File: src/rtl/oblivious_write_bank_pkg.sv
// oblivious_write_bank_pkg: shared FSM state encoding and address-width helper
package oblivious_write_bank_pkg;

   typedef enum logic [1:0] {
      IDLE  = 2'd0,
      DRAIN = 2'd1,
      SWEEP = 2'd2,
      DONE  = 2'd3
   } state_t;

   function automatic int aw_for(input int depth);
      return (depth > 2) ? $clog2(depth) : 1;
   endfunction

endpackage

File: src/rtl/oblivious_write_bank_onehot_decode.sv
// onehot_decode: gate-only binary-to-one-hot decoder (addr_i -> sel_o, one bit per entry)
module onehot_decode
   import oblivious_write_bank_pkg::*;
#(
   parameter int AW    = 2,
   parameter int DEPTH = 4
) (
   input  logic [AW-1:0]    addr_i,
   output logic [DEPTH-1:0] sel_o
);

   // Each select bit is an AND of per-bit XNORs against the entry index;
   // indices >= DEPTH have no output bit, so out-of-range addresses select nothing.
   for (genvar i = 0; i < DEPTH; i++) begin : g_sel
      localparam logic [AW-1:0] IDX = AW'(i);
      assign sel_o[i] = &(~(addr_i ^ IDX));
   end

endmodule

File: src/rtl/oblivious_write_bank.sv
// oblivious_write_bank: data-oblivious register bank with one-write-per-cycle pipeline and clear sweep
//   clk/rst            rising-edge clock, async active-high reset
//   wr_valid/wr_ready  write handshake; wr_addr, wr_data the write payload
//   wr_ack             pulses when a write is visible in bank
//   clear_req          level request to zero all entries; clear_done pulses at sweep end
//   bank               all entries, entry i at [i*WIDTH +: WIDTH]
module oblivious_write_bank
   import oblivious_write_bank_pkg::*;
#(
   parameter int WIDTH = 8,
   parameter int DEPTH = 4,
   parameter int AW    = aw_for(DEPTH)
) (
   input  logic                   clk,
   input  logic                   rst,
   input  logic                   wr_valid,
   output logic                   wr_ready,
   input  logic [AW-1:0]          wr_addr,
   input  logic [WIDTH-1:0]       wr_data,
   output logic                   wr_ack,
   input  logic                   clear_req,
   output logic                   clear_done,
   output logic [DEPTH*WIDTH-1:0] bank
);

   localparam logic [AW-1:0] LAST = AW'(DEPTH - 1);

   state_t                 state_q, state_d;
   logic                   armed_q, armed_d;
   logic [AW-1:0]          cnt_q, cnt_d;
   logic                   s1_valid_q;
   logic [WIDTH-1:0]       s1_data_q;
   logic [DEPTH-1:0]       s1_sel_q;
   logic                   wr_ack_q, clear_done_q;
   logic [DEPTH*WIDTH-1:0] bank_q, bank_d;
   logic [DEPTH-1:0]       wr_sel, sw_sel, mask;
   logic [WIDTH-1:0]       upd_data;
   logic                   accept, sweeping;

   onehot_decode #(.AW(AW), .DEPTH(DEPTH)) u_wr_dec (.addr_i(wr_addr), .sel_o(wr_sel));
   onehot_decode #(.AW(AW), .DEPTH(DEPTH)) u_sw_dec (.addr_i(cnt_q),   .sel_o(sw_sel));

   assign wr_ready   = (state_q == IDLE) && !clear_req;
   assign accept     = wr_valid && wr_ready;
   assign sweeping   = (state_q == SWEEP);
   assign wr_ack     = wr_ack_q;
   assign clear_done = clear_done_q;
   assign bank       = bank_q;

   // The sweep reuses the write gate form with D=0; stage 1 is always empty during SWEEP.
   assign mask     = (s1_sel_q & {DEPTH{s1_valid_q}}) | (sw_sel & {DEPTH{sweeping}});
   assign upd_data = sweeping ? '0 : s1_data_q;

   always_comb begin
      bank_d = bank_q;
      for (int i = 0; i < DEPTH; i++)
         bank_d[i*WIDTH +: WIDTH] = ((upd_data ^ bank_q[i*WIDTH +: WIDTH]) & {WIDTH{mask[i]}})
                                    ^ bank_q[i*WIDTH +: WIDTH];
   end

   // armed_q blocks a second clear while clear_req stays high after DONE.
   always_comb begin
      state_d = state_q;
      armed_d = armed_q;
      cnt_d   = sweeping ? cnt_q + AW'(1) : '0;
      case (state_q)
         IDLE: begin
            armed_d = armed_q | !clear_req;
            state_d = (clear_req && armed_q) ? DRAIN : IDLE;
         end
         DRAIN: state_d = s1_valid_q ? DRAIN : SWEEP;
         SWEEP: state_d = (cnt_q == LAST) ? DONE : SWEEP;
         DONE: begin
            armed_d = 1'b0;
            state_d = IDLE;
         end
         default: state_d = IDLE;
      endcase
   end

   always_ff @(posedge clk or posedge rst) begin
      if (rst) begin
         state_q      <= IDLE;
         armed_q      <= 1'b1;
         cnt_q        <= '0;
         s1_valid_q   <= 1'b0;
         s1_data_q    <= '0;
         s1_sel_q     <= '0;
         wr_ack_q     <= 1'b0;
         clear_done_q <= 1'b0;
         bank_q       <= '0;
      end else begin
         state_q      <= state_d;
         armed_q      <= armed_d;
         cnt_q        <= cnt_d;
         s1_valid_q   <= accept;
         s1_data_q    <= wr_data;
         s1_sel_q     <= wr_sel;
         wr_ack_q     <= s1_valid_q;
         clear_done_q <= sweeping && (cnt_q == LAST);
         bank_q       <= bank_d;
      end
   end

endmodule

File: config.mk
export PLATFORM = sky130hd
export DESIGN_NAME = oblivious_write_bank
export DESIGN_NICKNAME = d
export VERILOG_FILES = /design/src/rtl/oblivious_write_bank_pkg.sv /design/src/rtl/oblivious_write_bank_onehot_decode.sv /design/src/rtl/oblivious_write_bank.sv
export SDC_FILE = /design/constraint.sdc
export NUM_CORES = 1
export LEC_CHECK = 0
export BUFFER_PORTS_ARGS = -buffer_cell sky130_fd_sc_hd__buf_2
export CAP_MARGIN = 20
export CORE_AREA = 3 3 71 73
export DETAILED_ROUTE_END_ITERATION = 10
export DIE_AREA = 0 0 74 76
export PLACE_DENSITY_LB_ADDON = 0.3
export REMOVE_ABC_BUFFERS = 1
export SLEW_MARGIN = 15
export SYNTH_ARGS = -nofsm -noshare
export SYNTH_HDL_FRONTEND = slang
export SYNTH_SLANG_ARGS = --single-unit
File: constraint.sdc
create_clock -name clk -period 1.3 [get_ports clk]
set_clock_uncertainty 0.05 [all_clocks]
set_input_delay 0.065 -clock clk [delete_from_list [all_inputs] [get_ports clk]]
set_output_delay 0.065 -clock clk [all_outputs]
set_load 0.01 [all_outputs]
Yosys cells after proc, flatten, opt, wreduce, memory -nomap -nowiden
Index checks and enable logic that the tools add are counted.

Output and inout bits: 35. Word-level logic and storage cells: 64. Bits in registers: 52.

Reductions and logical operators: 15. Mux-type cells: 7. Add/subtract/negate cells: 1. Bitwise gates (word level): 28. Equality and inequality tests: 4.

Operators by type and width (count): XOR 8 bit (8); bitwise AND 8 bit (4); NOT 2 bit (8); AND reduction 2 bit (8); bitwise AND 4 bit (2); two-way mux 8 bit (1); case mux 2 bit (4 select lines) (1); == test 2 bit (second input constant) (3); logical AND 1 bit (4); two-way mux 2 bit (2); NOT 1 bit (4); bitwise OR 4 bit (1); adder 2 x 1 -> 2 bit (second input constant) (1); == test 2 x 1 -> 1 bit (second input constant) (1); zero test 2 bit (1); two-way mux 1 bit (2); case mux 1 bit (2 select lines) (1); nonzero test 2 bit (1); zero test 1 bit (1); bitwise OR 1 bit (1).

Longest topological paths before layout
Gate-level depths: netlist of run 1.

Depth after elaboration: 7. Gate-level depth with buffers: 5. Gate-level depth less buffers: 4.

Cells and area by module
Synthesis of run 1 repeated with hierarchy kept, for this count alone.

Cell total of the unflattened synthesis: 132. Area total of the unflattened synthesis: 2149.6 µm².

By module, submodules not included: oblivious_write_bank (area an instance 2097.0 µm², seq. area each 1302.5 µm², cells an instance 124, instances 1); onehot_decode (area an instance 26.3 µm², seq. area each 0.0 µm², cells an instance 4, instances 2).

Worst setup path after synthesis of run 1
No wires, ideal clock.

Kind: register to register. Start point: reg state_q[0]. End point: reg (tool-made name). Clock period less this slack: 1.465 ns. Cell stages (with the launch flop): 6. Data arrival time: 1.294 ns. Buffers on the path: 1. Setup time: 0.121 ns. Setup slack: -0.165 ns. Required time: 1.129 ns. Cells stage by stage: dfrtp_1 > inv_1 > ha_1 > and3b_1 > buf_2 > a22o_1.

RTL lines: from (decl) (line oblivious_write_bank.sv:28) `state_t state_q, state_d;`; from (signal assigned) (line oblivious_write_bank.sv:93) `state_q <= state_d;`.

==> results of run 1 <==
==> kinds of logic (layout without fill, tap and decap cells) <==
logic type                 Yosys count  after routing  synth area share [%]
AOI/OAI and AO/OA                   40             40                  17.4
adders and majority gates            9              9                  5.47
buffers and inverters               13             98                  2.98
DFF                                 52             52                  63.2
muxes                                7              7                  3.77
and+or+nand+nor                     25             25                  7.17
==> worst max-delay path, cell delays in order (launching register included) <==
cell	delay (ns)
dfrtp_1	0.40
inv_2	0.09
ha_4	0.15
buf_6	0.12
and3b_2	0.27
a22o_1	0.24
==> what timing repair did <==
action	CTS	global route
hold buffers	14	0
hold endpoints to repair	67	0
pin swaps	11	2
cloned	1	0
setup endpoints to repair	35	34
gates resized for setup	29	0
buffers inserted	4	0
==> layer usage <==
metal,up-vias,GRT usage [%],share of wire [%]
met5,-,0,0
met4,0,5.98,1.2
met3,7,3.83,6.5
met2,55,27.3,49
met1,760,25.5,43
li1,692,-,-
==> final cells by class <==
type,instances,area (µm²)
Clock inverter,3,46.3
Inverter,6,25.0
Tap cell,52,65.1
Clock buffer,5,68.8
Multi-Input combinational cell,81,782
Sequential cell,52,1300
Fill cell,324,1530
Timing Repair Buffer,84,591
==> power groups by stage <==
stage	Combinational (mW)	Sequential (mW)	Clock (mW)
after CTS	2.20	2.43	1.14
after floorplan	0.802	2.61	0
after global placement	1.80	2.41	0
after detailed placement	1.89	2.43	0
after global routing	2.38	2.49	1.21
final	2.20	2.43	1.12
==> metrics by stage <==
stage	total power [mW]	cell area (µm²)	hold WS [ns]	cells
2_1_floorplan	3.41	2020	0.0464	139
3_3_place_gp	4.22	2480	-0.0521	258
3_5_place_dp	4.32	2480	-0.0515	258
4_1_cts	5.76	2880	0.155	283
5_1_grt	6.08	2880	0.171	283
6_report	5.75	2880	0.150	283
==> worst max path at each step <==
stage	end	from
final	register	state_q[0]
after detailed placement	register	state_q[0]
after global routing	register	state_q[0]
after floorplan	register	state_q[0]
after CTS	register	state_q[0]
after global placement	register	state_q[0]
==> cell usage after synthesis (2+ instances only) <==
library cell,n
dfrtp_1,51
a22o_1,15
nor2b_1,11
ha_1,9
a32o_1,8
a21boi_1,6
inv_1,6
mux2_2,6
and2_1,4
nand2_1,4
a22oi_2,3
buf_2,3
and3b_1,2
buf_4,2
nor2_1,2
==> results.txt, run 1 <==
The run finished, with violations left. The final reports fail on negative setup slack. The synthesized instance count is 146.

The area growth from synthesis to layout is 39.9%. Net switching is 32.7% of the power. For the pin with the worst max-slew slack, the measured transition is 0.445 ns. The maximum fanout along the worst path was 8; the vertical die dimension was 76 µm. Data arrives at the worst endpoint at 1.59 ns.

The synthesized flop and latch total is 52. The internal power of the cells totals 3.87 mW. The distinct cell type count after synthesis is 29.

The worst setup path is captured at a register. Cells with a size suffix above 1 make up 44.6% of the layout. The TritonCTS buffer count is 5. The total area inside the core boundary comes to 4410 µm². Of all flip-flops after synthesis, the portion carrying an async set or reset was 100%. 49 I/O pins were placed. For the starting density of the core, the log shows 46.7%. Global routing finished with a remaining overflow of 0. The count of port buffers added during placement was 48.

The tightest min-delay check is of the in2async type. Share of total power in combinational logic: 38.2%. The average instance in the mapped netlist occupies 14.1 µm².

The tools report the startpoint of the lowest-slack register-to-register path as state_q[0]. Dividing the detail-routed via count by the number of cells gives 5.35. The initial antenna violation count came out at 0. In this run the cell area of the synthesized design comes to 2060 µm². Per report_power, the clock group accounts for 19.6% of the total. Type of the worst setup path: reg2reg. The later pin in the worst-skew pair is clocked with a latency of 0.31 ns. The number of antenna diodes in the final layout is 0. After clock tree synthesis, the clock-pin slew on the worst setup and hold paths is 0.10 ns. The first global-routing pass estimated 7.82 mm of wire. The analysis attributes to net switching a power of 1.88 mW.

For the number of violations reported at the end of detailed-routing iteration 0, the log shows 101. The tools report the data required time of the critical path as 1.46 ns. Setup violations remaining at the end of the flow were counted as 34.

The share of synthesized area in the top cell type comes to 62.0%. The number of cells on the worst reg-to-reg path is 5. TritonCTS built the clock tree.

The tree is rooted in a clkbuf_8. Max-cap violations in this run came to 0. The number of global-route vias before repair is 1549, and the tightest slew margin relative to the limit is 70.3%. Maximum buffer depth of the clock tree: 2. The pre-antenna-repair detailed-routing pass consisted of 4 iterations. The tools report the detailed-route wire length as 4.74 mm. The tools report the H-tree level count as 2. The portion of total power attributed to sequential cells was 42.2%; the area of the die was 5620 µm².

Across all register-to-register paths, the minimum setup slack is -0.13 ns. The total routing resource utilization after global routing was 18.0%. For this run, the number of Yosys warnings is 0.

At the placement stage, the worst setup path has a slack of -0.201 ns. Prevailing post-synth register cell: dfrtp_1. The run gives 253 as the number of nets in the finished design.

The largest net degree at the start of global routing was 32. The count of nets left with antenna violations once routing finished came out at 0. Counting every sink on the clock net gives 52. STA classifies the critical path startpoint as a register. Cells fill 65.2% of the core in the end. The die boundary width was 74 µm; the final period utilization was 110%. The most common library cell in the layout ignoring fill and taps was dfrtp_1. By area the synthesized netlist is led by dfrtp_1 (62%), a22o_1 (6.4%), ha_1 (5.5%), a32o_1 (3.9%), nor2b_1 (3.3%).

The wire length per cell after detailed routing is 16.7 µm, and the count of endpoints failing hold in the final timing report is 0. The areal power density over the cells is 1990 nW/µm². Setup repair after global routing could not meet its margin everywhere.

The sum of negative setup slack is -2.98 ns. Highest achievable clock rate: 697 MHz. The clock period minus final worst setup slack was 1.43 ns; the maximum resistive drop on vdd was 1110 µV. For the DRC violation count after routing, the log shows 0.

Leaving out fill and tap cells, the most frequent cells in the layout are dfrtp_1 (51), buf_2 (47), a22o_1 (15). Placer congestion estimate: 0.791. The total number of vias was 1514; the worst-case setup margin in the final layout was -0.135 ns.

The synthesized design spends more area on one cell type than any other, namely dfrtp_1. The floorplan has 24 rows. Summed over all cells, the static leakage comes to 1.46 nW. For the placed wire-length estimate after detailed placement, the log shows 3.33 mm. The count of pins over their slew limit is 0, and the count of flip-flops with a built-in enable after synthesis is 0. Of the synthesized area, sequential elements account for 63.2%.
Power figures use the tool's default switching activity.
==> run 2, diff against run 1 <==
ABC_AREA = 1   (was unset)
==> run 2 against run 1 <==
Compared with the run above:
- the run still ends with negative setup slack left
- sequential power up 5%
- synthesized cell count up 53%
- utilization up 4.4 points
- die area unchanged
- sequential cell count unchanged
- register-to-register slack better by 0.08 ns
- first-iteration DRC count down 12%
- routed wire length up 2.2%
- clock power about the same
- critical path type unchanged
==> results.txt, run 2 <==
Number of synthesis warnings: 0. The detailed-route wire length came out at 4.84 mm. The detailed router finished its first iteration with 89 violations.

For this block, the via count after detailed routing is 1724. The category of the worst setup path launch point was a register. The critical path in this run is classified as reg2reg. The leakage dissipation is 1.68 nW. The initial antenna violation count is 0, and the count of port buffers added during placement is 48. The count of cells in the finished layout, fillers not included, comes to 353. Post-route met1 wirelength: 2.01 mm. The maximum resistive drop on vdd is 1120 µV, and the fraction of synthesis flops using an asynchronous set or reset pin is 100%. The I/O pin total came out at 49.

The pre-antenna-repair detailed-routing pass consisted of 4 iterations. TritonCTS built the clock tree. Topmost layer with routed signal wires: met4. CTS placed an instance of clkbuf_8 at the clock tree root.

The register area was 1300 µm². The number of routed nets with antenna violations is 0, and the first-pass GRT wire length is 7.87 mm. The area of the multi-input gates was 991 µm². The flow ran to the end, but the final reports show violations.

The total routing resource utilization after global routing came out at 18.4%. In this run, synthesis produced a sequential element count of 52. In the layout the commonest cells are nand2_1 (64), dfrtp_1 (50), buf_2 (48). The pin slew with the least headroom to its limit came out at 0.374 ns. The standard-cell row count was 24; the areal power density over the cells was 1960 nW/µm². The starting density of the core was 48.8%; the netlist area before placement was 2150 µm². The tightest slew margin relative to the limit came out at 75.1%. The worst path needs 1.35 ns of the cycle, external delays included.

The H-tree level count is 2. The final reports fail on negative setup slack. For this run, the leading register cell type out of synthesis is dfrtp_1.

STA puts the critical path data arrival time at 1.50 ns. The min-delay analysis places its worst path in the category in2async. After detailed routing, the met2 layer carries 2.50 mm of wire. The distinct cell type count after synthesis was 15; the final period utilization was 104%. The tools report the TritonCTS buffer count as 5.

Count of flip-flops with a built-in enable after synthesis: 0. The most common library cell in the layout ignoring fill and taps was nand2_1. The cell accounting for the most synthesized area was dfrtp_1. The logs give 223 for the synthesized instance count and 323 for the number of nets in the finished design.

The tools report the number of global-route vias before repair as 1700. After synthesis, the largest area contributor takes up 59.2% of total cell area. The final setup violation count was 31; the clock net sink count was 52. Clock-pin slew was measured on the worst setup and hold paths at 0.09 ns.

The largest net degree at the start of global routing is 53, and the total congestion overflow is 0. The area of the core was 4410 µm²; the tightest hold margin was 0.285 ns. The startpoint of the lowest-slack register-to-register path is state_q[0]. Vertical die dimension: 76 µm. The run gives 325 as the count of placed standard cells including taps.

The launch point of the worst path was state_q[0]. In the final routed layout, each cell accounts on average for 13.7 µm. The tools report the count of endpoints failing hold in the final timing report as 0.

The mean post-synth cell area came out at 9.66 µm². By instance count, the leading cell after synthesis is nand2_1. The number of antenna diodes in the final layout is 0. The max-capacitance violation count is 0, and the via-per-instance ratio is 4.88. Summing the sequential cell areas from Yosys gives 60.5% of the chip area. Counting instances in the post-synthesis netlist gives the leading cell types as nand2_1 (74), dfrtp_1 (51), nand3_1 (34), inv_1 (26), ha_1 (9). Counting the fill cells in the layout gives 336. The die is 74 µm wide.

Setup repair after global routing could not meet its margin everywhere. The placed wire-length estimate after detailed placement came out at 3.13 mm. Worst-case setup margin in the final layout: -0.0519 ns. The area growth from synthesis to layout is 42.7%.

By area the synthesized netlist is led by dfrtp_1 (59%), nand2_1 (13%), nand3_1 (7.9%), ha_1 (5.2%), inv_1 (4.5%). Timing would allow up to 740 MHz. The run gives 6.02 mW as the power consumption. For the count of pins over their slew limit, the log shows 0. No sink is reached through more buffers than the 2 on the longest clock path.

The die covers 5620 µm². The worst setup path is captured at a register. In this run the worst path has a maximum fanout of 8.

Summed over all nets, wire length on met3 after detailed routing comes to 279 µm. The DRC violation count after routing came out at 0. The clock insertion delay at the later pin of the skew report was 0.31 ns. Cells with a size suffix above 1 make up 42.5% of the layout. For the placer congestion estimate, the log shows 0.831. At the worst endpoint, the required time is 1.44 ns.
[run 2: cell count changes after synthesis, sizes merged, moves of 8 or more]
cell	before	now
a22o	15	0
nor2b	11	0
nor2	2	14
inv	6	30
a32o	8	0
nand3	0	34
nand2	4	79
[run 2: metal layers]
layer	GRT usage (%)	up-vias
met2	30.0	49
met3	5.01	7
met5	0	-
li1	-	845
met1	23.7	823
met4	5.07	0
[run 2: power by group]
part	switching (mW)	internal (mW)
registers	0.379	2.16
clock network	0.521	0.572
logic	1.27	1.12
[run 2: path summary, 6_finish.rpt]
kind	slack [ns]	cells past startpoint	end
min reg2reg	0.43	2	armed_q
min in group clk	0.34	2	s1_data_q[5]
max	-0.05	7	register
min	0.28	4	asynchronous set/reset pin
max in group asynchronous	0.65	4	armed_q
max reg2reg	-0.05	7	register
[run 2: kinds of logic (layout without fill, tap and decap cells)]
group	Yosys count	count (layout)	synth area share, %
fa+ha+maj	9	9	5.23
compound gates	2	2	0.464
flops	52	52	60.5
buf+inv	32	109	6.10
simple gates	128	129	27.8
[run 2: timing repair]
action	in CTS	in global routing
hold buffers	14	0
buffers inserted	3	1
gates resized for setup	13	44
pin swaps	3	42
endpoints found under the hold margin	67	0
cloned	0	2
setup endpoints to repair	34	34
[run 2: metrics by stage]
stage                     util [%]  cell area, µm²  worst slack (ns)  setup TNS [ns]
after floorplan                  -            2140            -0.608          -22.99
after global placement        56.5            2500           -0.0727           -1.10
after detailed placement      56.5            2500            -0.116           -2.45
after CTS                     63.7            2810           -0.0520         -0.0592
after global routing          69.6            3070            -0.134           -2.66
final                         69.6            3070           -0.0519          -0.731
[run 2: area by class of cell]
type,instances,area share (%)
clock buffers,6,2.36
clock inverters,2,1.14
inverters,30,3.66
multi-input cells,140,32.2
flip-flops and latches,52,42.4
well taps,52,2.12
repair buffers,71,16.1
[run 2: critical path, cell delays in order (launching register included)]
cell     delay (ns)
dfrtp_1        0.40
inv_2          0.07
buf_4          0.11
ha_4           0.16
buf_12         0.19
nand2_8        0.09
nand3_2        0.08
nand2_1        0.08
